==> src/rtl/alu_mul_sequencer.sv <==
// alu_mul_sequencer: unsigned W x W -> 2W shift-and-add multiplier that
// borrows the shared combinational ALU (ADD and logical right SHIFT only).
// Optional build macro: ALU_MUL_SKIP_ZERO_EN -- when defined, the ADD step
// is skipped for multiplier bits that are 0, so latency depends on the data.
//
// state | meaning
// ------+--------------------------------------------------------------
// IDLE  | ready for start; ALU outputs parked at MOV with zero operands
// ADD   | ACC + (Qr[0] ? Mr : 0) through the ALU, carry saved in c
// SHIFT | {c,ACC,Qr} >> 1 using the ALU shifter; bit counter advances
// DONE  | one-cycle done pulse; product already updated
module alu_mul_sequencer #(
  parameter int DATA_PATH_WIDTH = 8
) (
  input  logic                           clk,
  input  logic                           reset,
  input  logic                           start,
  input  logic [DATA_PATH_WIDTH-1:0]     multiplicand,
  input  logic [DATA_PATH_WIDTH-1:0]     multiplier,
  output logic                           ready,
  output logic                           busy,
  output logic                           done,
  output logic [2*DATA_PATH_WIDTH-1:0]   product,
  output logic [DATA_PATH_WIDTH-1:0]     alu_A,
  output logic [DATA_PATH_WIDTH-1:0]     alu_B,
  output logic [3:0]                     alu_op,
  output logic                           alu_carry_in,
  output logic                           alu_shift_dir,
  output logic                           alu_shift_type,
  input  logic [DATA_PATH_WIDTH-1:0]     alu_out,
  input  logic                           alu_carry
);

  localparam int W  = DATA_PATH_WIDTH;
  localparam int CW = $clog2(W) + 1;

  // ALU encodings shared with the datapath definitions
  localparam logic [3:0] K_MOV         = 4'h0;
  localparam logic [3:0] K_ADD         = 4'h1;
  localparam logic [3:0] K_SHIFT       = 4'h2;
  localparam logic       K_SHIFT_RIGHT = 1'b1;
  localparam logic       K_LOGICAL     = 1'b0;

  localparam logic [CW-1:0] LAST_CNT = CW'(W - 1);

  typedef enum logic [1:0] {
    S_IDLE  = 2'd0,
    S_ADD   = 2'd1,
    S_SHIFT = 2'd2,
    S_DONE  = 2'd3
  } state_t;

  state_t        state;
  logic [W-1:0]  acc;
  logic [W-1:0]  qr;
  logic [W-1:0]  mr;
  logic          c;
  logic [CW-1:0] cnt;

  logic [W-1:0]  acc_shifted;
  logic [W-1:0]  qr_shifted;
  state_t        first_state;
  state_t        after_shift;
  logic          unused_alu_msb;

  // A logical right shift always returns 0 in the MSB; the saved add carry
  // takes its place so {c,ACC} behaves as one W+1-bit register.
  assign acc_shifted    = {c, alu_out[W-2:0]};
  assign qr_shifted     = {alu_carry, qr[W-1:1]};
  assign unused_alu_msb = alu_out[W-1];

`ifdef ALU_MUL_SKIP_ZERO_EN
  // Zero multiplier bits need no add: with c=0 a bare shift is exact.
  assign first_state = multiplier[0] ? S_ADD : S_SHIFT;
  assign after_shift = qr[1] ? S_ADD : S_SHIFT;
`else
  assign first_state = S_ADD;
  assign after_shift = S_ADD;
`endif

  // Sequencer FSM with datapath registers and registered status outputs
  always_ff @(posedge clk or posedge reset) begin
    if (reset) begin
      state   <= S_IDLE;
      ready   <= 1'b1;
      busy    <= 1'b0;
      done    <= 1'b0;
      product <= '0;
      acc     <= '0;
      qr      <= '0;
      mr      <= '0;
      c       <= 1'b0;
      cnt     <= '0;
    end else begin
      done <= 1'b0;
      case (state)
        S_IDLE: begin
          if (start) begin
            acc   <= '0;
            qr    <= multiplier;
            mr    <= multiplicand;
            c     <= 1'b0;
            cnt   <= '0;
            state <= first_state;
            ready <= 1'b0;
            busy  <= 1'b1;
          end
        end
        S_ADD: begin
          acc   <= alu_out;
          c     <= alu_carry;
          state <= S_SHIFT;
        end
        S_SHIFT: begin
          acc <= acc_shifted;
          qr  <= qr_shifted;
          c   <= 1'b0;
          cnt <= cnt + CW'(1);
          if (cnt == LAST_CNT) begin
            product <= {acc_shifted, qr_shifted};
            state   <= S_DONE;
            busy    <= 1'b0;
            done    <= 1'b1;
          end else begin
            state <= after_shift;
          end
        end
        S_DONE: begin
          state <= S_IDLE;
          ready <= 1'b1;
        end
        default: begin
          state <= S_IDLE;
          ready <= 1'b1;
          busy  <= 1'b0;
        end
      endcase
    end
  end

  // ALU operand/control drive, decoded from the current state
  always_comb begin
    alu_op         = K_MOV;
    alu_A          = '0;
    alu_B          = '0;
    alu_carry_in   = 1'b0;
    alu_shift_dir  = 1'b0;
    alu_shift_type = 1'b0;
    case (state)
      S_ADD: begin
        alu_op = K_ADD;
        alu_A  = acc;
        alu_B  = qr[0] ? mr : '0;
      end
      S_SHIFT: begin
        alu_op         = K_SHIFT;
        alu_A          = acc;
        alu_shift_dir  = K_SHIFT_RIGHT;
        alu_shift_type = K_LOGICAL;
      end
      default: ;
    endcase
  end

endmodule

==> config.mk <==
export PLATFORM = sky130hd
export DESIGN_NAME = alu_mul_sequencer
export DESIGN_NICKNAME = d
export VERILOG_FILES = /design/src/rtl/alu_mul_sequencer.sv
export SDC_FILE = /design/constraint.sdc
export NUM_CORES = 1
export LEC_CHECK = 0
export CAP_MARGIN = 0
export CORE_MARGIN = 2
export CORE_UTILIZATION = 50
export CTS_BUF_LIST = sky130_fd_sc_hd__clkbuf_16
export CTS_CLUSTER_DIAMETER = 40
export DETAILED_ROUTE_END_ITERATION = 6
export GPL_TIMING_DRIVEN = 1
export PLACE_DENSITY_LB_ADDON = 0.15
export SLEW_MARGIN = 10
export SYNTH_ARGS = -nofsm -noshare
export SYNTH_HDL_FRONTEND = slang
export SYNTH_SLANG_ARGS = --single-unit
==> constraint.sdc <==
create_clock -name clk -period 2.8 [get_ports clk]
set_input_delay 0.84 -clock clk [delete_from_list [all_inputs] [get_ports clk]]
set_output_delay 0.84 -clock clk [all_outputs]
set_load 0.02 [all_outputs]
==> key figures, run 1 <==
Status
  • Status: finished, final reports clean

Setup path
  • Critical path origin: state[1]
  • Critical path's slowest cell: clkdlybuf4s50_1
  • Arr. time, crit path: 1.84 ns
  • Critical path startpoint category: flop
  • Worst path bufs/invs: 2
  • Worst setup path endpoint: alu_B[4]
  • Worst path depth: 4
  • Worst-path fanout max: 9
  • CP Capture Type: primary output
  • Crit-path max cell delay: 0.61 ns
  • Critical path's top delay family: buffers and inverters
  • Slack of the worst reg-to-reg path: 0.63 ns
  • R2R cell count: 5
  • Critical path class: flop to primary output
  • Reg-to-Reg Start: state[0]
  • WP data required: 1.96 ns
  • Critical Path, Cell by Cell: inv_2 > ha_4 > and3_1 > clkdlybuf4s50_1
  • Worst r2r dst: product[1]

Finish
  • ANT cells: 0
  • Area growth, synth to finish: 36.8%
  • Share of layout cells above drive strength 1: 0.176
  • Final nets: 297
  • Layout fillers: 325
  • FF/Latch Area: 0.00125 sq mm
  • Final cell count without fillers: 314
  • Area occupied by multi-input gates: 0.00102 sq mm

Detailed routing
  • Post-route antenna net violation count: 0
  • DRC: 0
  • Drt pass-1 iters: 3
  • Via Count: 1636
  • WL/cell: 15.1 um
  • 1st-iter DRT viols: 88
  • Post-Route WL: 4760 um
  • Routed vias/inst: 5.21

Clock network
  • CTS Sinks: 50
  • CTS H-tree depth: 2
  • Clock transition at path regs: 0.06 ns
  • Worst skew pair latency: 0.29 ns
  • CTS Buffer Depth: 2
  • Post-CTS Setup Inserts: 0
  • CTS tree: yes
  • CTS Buf Count: 5
  • CTS root buf: clkbuf_16
  • Hold Buf Count CTS: 0

Synthesis
  • Count of cell types in the netlist: 32
  • Synthesized instance count: 193
  • Synth area leader: dfrtp_1
  • Number of synthesized flops with an enable pin: 0
  • Synth cell count leaders: dfrtp_1, mux2_2, nand2_1, o21ai_0, mux2i_1
  • Post-synth top flop: dfrtp_1
  • Count leader, synth: dfrtp_1
  • Mean cell area of the mapped netlist: 12.2 sq um
  • Async SR Flop Fraction: 1.00
  • Yosys warning total: 0
  • Synthesized flop and latch total: 50
  • Largest cells by area after synthesis: dfrtp_1, mux2_2, mux2i_1
  • Synthesized area: 0.00235 sq mm
  • Seq/Total Area, Yosys: 0.532
  • Top-area cell type share of the netlist area: 0.521

Power
  • VDD IR max: 469 uV
  • LEAKAGE: 1.61 nW
  • Power density of the placed cells: 979 mW/mm^2
  • Tot Pwr: 0.00315 W

Timing
  • Relative slew slack: 0.636
  • Clock skew: 0.00387 ns
  • Max-slew violation total from the final report: 0
  • Fmax: 373 MHz
  • Worst Tran Pin Value: 0.545 ns
  • Unrepaired setup endpoints after global routing: no
  • Fin. Hold Viols: 0
  • Final Cycle Share: 0.957
  • Final worst slack: 0.119 ns
  • Clock period minus worst slack: 2.68 ns
  • Final setup violation count: 0
  • Setup TNS: 0 ns

Worst hold path
  • Hold Crit Class: flop to flop
  • Hold_sp: mr[7]

Floorplanning
  • Die H: 72.6 um
  • Row count: 24
  • Die area: 0.00527 sq mm
  • IO Pins: 70
  • Die Wd: 72.6 um
  • Initial Util: 0.530
  • CORE AREA: 0.00444 sq mm

Placed design
  • I/O Buffers: 65
  • Routability cong.: 0.770
  • HPWL Detailed: 3420 um
  • Cell Count Post-Placement: 306
  • Pre-CTS setup slack: 0.182 ns

Global routing
  • Initial antenna violation count: 0
  • First-pass GRT wire length: 8010 um
  • Overall Global Routing Usage: 0.201
  • Grt total ovfl: 0
  • Vias in the first global route: 1681
  • Largest net degree at the start of global routing: 28

Job
  • Max-cap viol count: 0
==> power by group <==
group          internal, W  leakage, nW  switching [W]
Combinational     0.000707        0.906       0.000740
Sequential        0.000974        0.628       0.000169
Clock             0.000323       0.0724       0.000241
Total              0.00200         1.61        0.00115
==> through the flow <==
stage	hold WS, ns	cell area, sq um	utilization
after floorplan	0.462	2370	-
after global placement	0.479	3050	0.686
after detailed placement	0.483	3050	0.686
after CTS	0.500	3180	0.716
after global routing	0.508	3220	0.725
final	0.499	3220	0.725
==> layout by cell type (no fill, tap or decap), drive strengths merged, types with 7 or more instances in the layout <==
cell type	synthesis	final
clkdlybuf4s50	0	57
dfrtp	49	49
mux2	24	24
o21ai	17	17
nand2	16	16
mux2i	13	13
and3	9	9
and2	8	8
buf	13	8
ha	8	8
a22o	7	7
inv	6	7
==> kinds of logic after synthesis <==
group / share of synthesized area
compound gates: 0.0887
fa+ha+maj: 0.0425
buf+inv: 0.0499
flops: 0.532
mux: 0.183
other cells: 0.00159
simple gates: 0.103
==> registers in the layout (all words and copies together) (netlist names) <==
register,flops
mr,8
qr,8
cnt,4
state,2
busy,1
product,16
ready,1
acc,8
c,1
done,1
==> layer usage <==
metal  global-route usage  vias up  share of wire
li1                     -      802              -
met1                0.278      783           0.48
met2                0.305       46           0.46
met3               0.0635        5          0.058
met4               0.0617        0         0.0092
met5                    0        -              0
==> worst min path at each step <==
stage	end	slack, ns	cells past startpoint
2_1_floorplan	acc[0]	0.46	2
3_3_place_gp	mr[3]	0.48	1
4_1_cts	mr[7]	0.50	1
6_report	mr[7]	0.50	1
5_1_grt	mr[0]	0.51	1
3_5_place_dp	acc[4]	0.48	1
==> layout make-up <==
| type | instances | share of cell area |
|---|---|---|
| sequential | 50 | 0.390 |
| multi-input combinational | 125 | 0.317 |
| timing repair buffer | 73 | 0.223 |
| clock buffer | 5 | 0.0389 |
| tap | 52 | 0.0202 |
| inverter | 6 | 0.00699 |
| clock inverter | 3 | 0.00389 |
==> timing repair <==
action | in CTS | in global routing
cloned | 0 | 0
gates resized for setup | 4 | 11
endpoints found under the setup margin | 16 | 13
hold endpoints to repair | 0 | 0
pin swaps | 0 | 0
(Power assumes the default switching activity.)
==> run 2, diff against run 1 <==
- SLEW_MARGIN: 10 -> unset
==> results of run 2 <==
No change in the layout: final DEF, timing and power equal those of run 1.
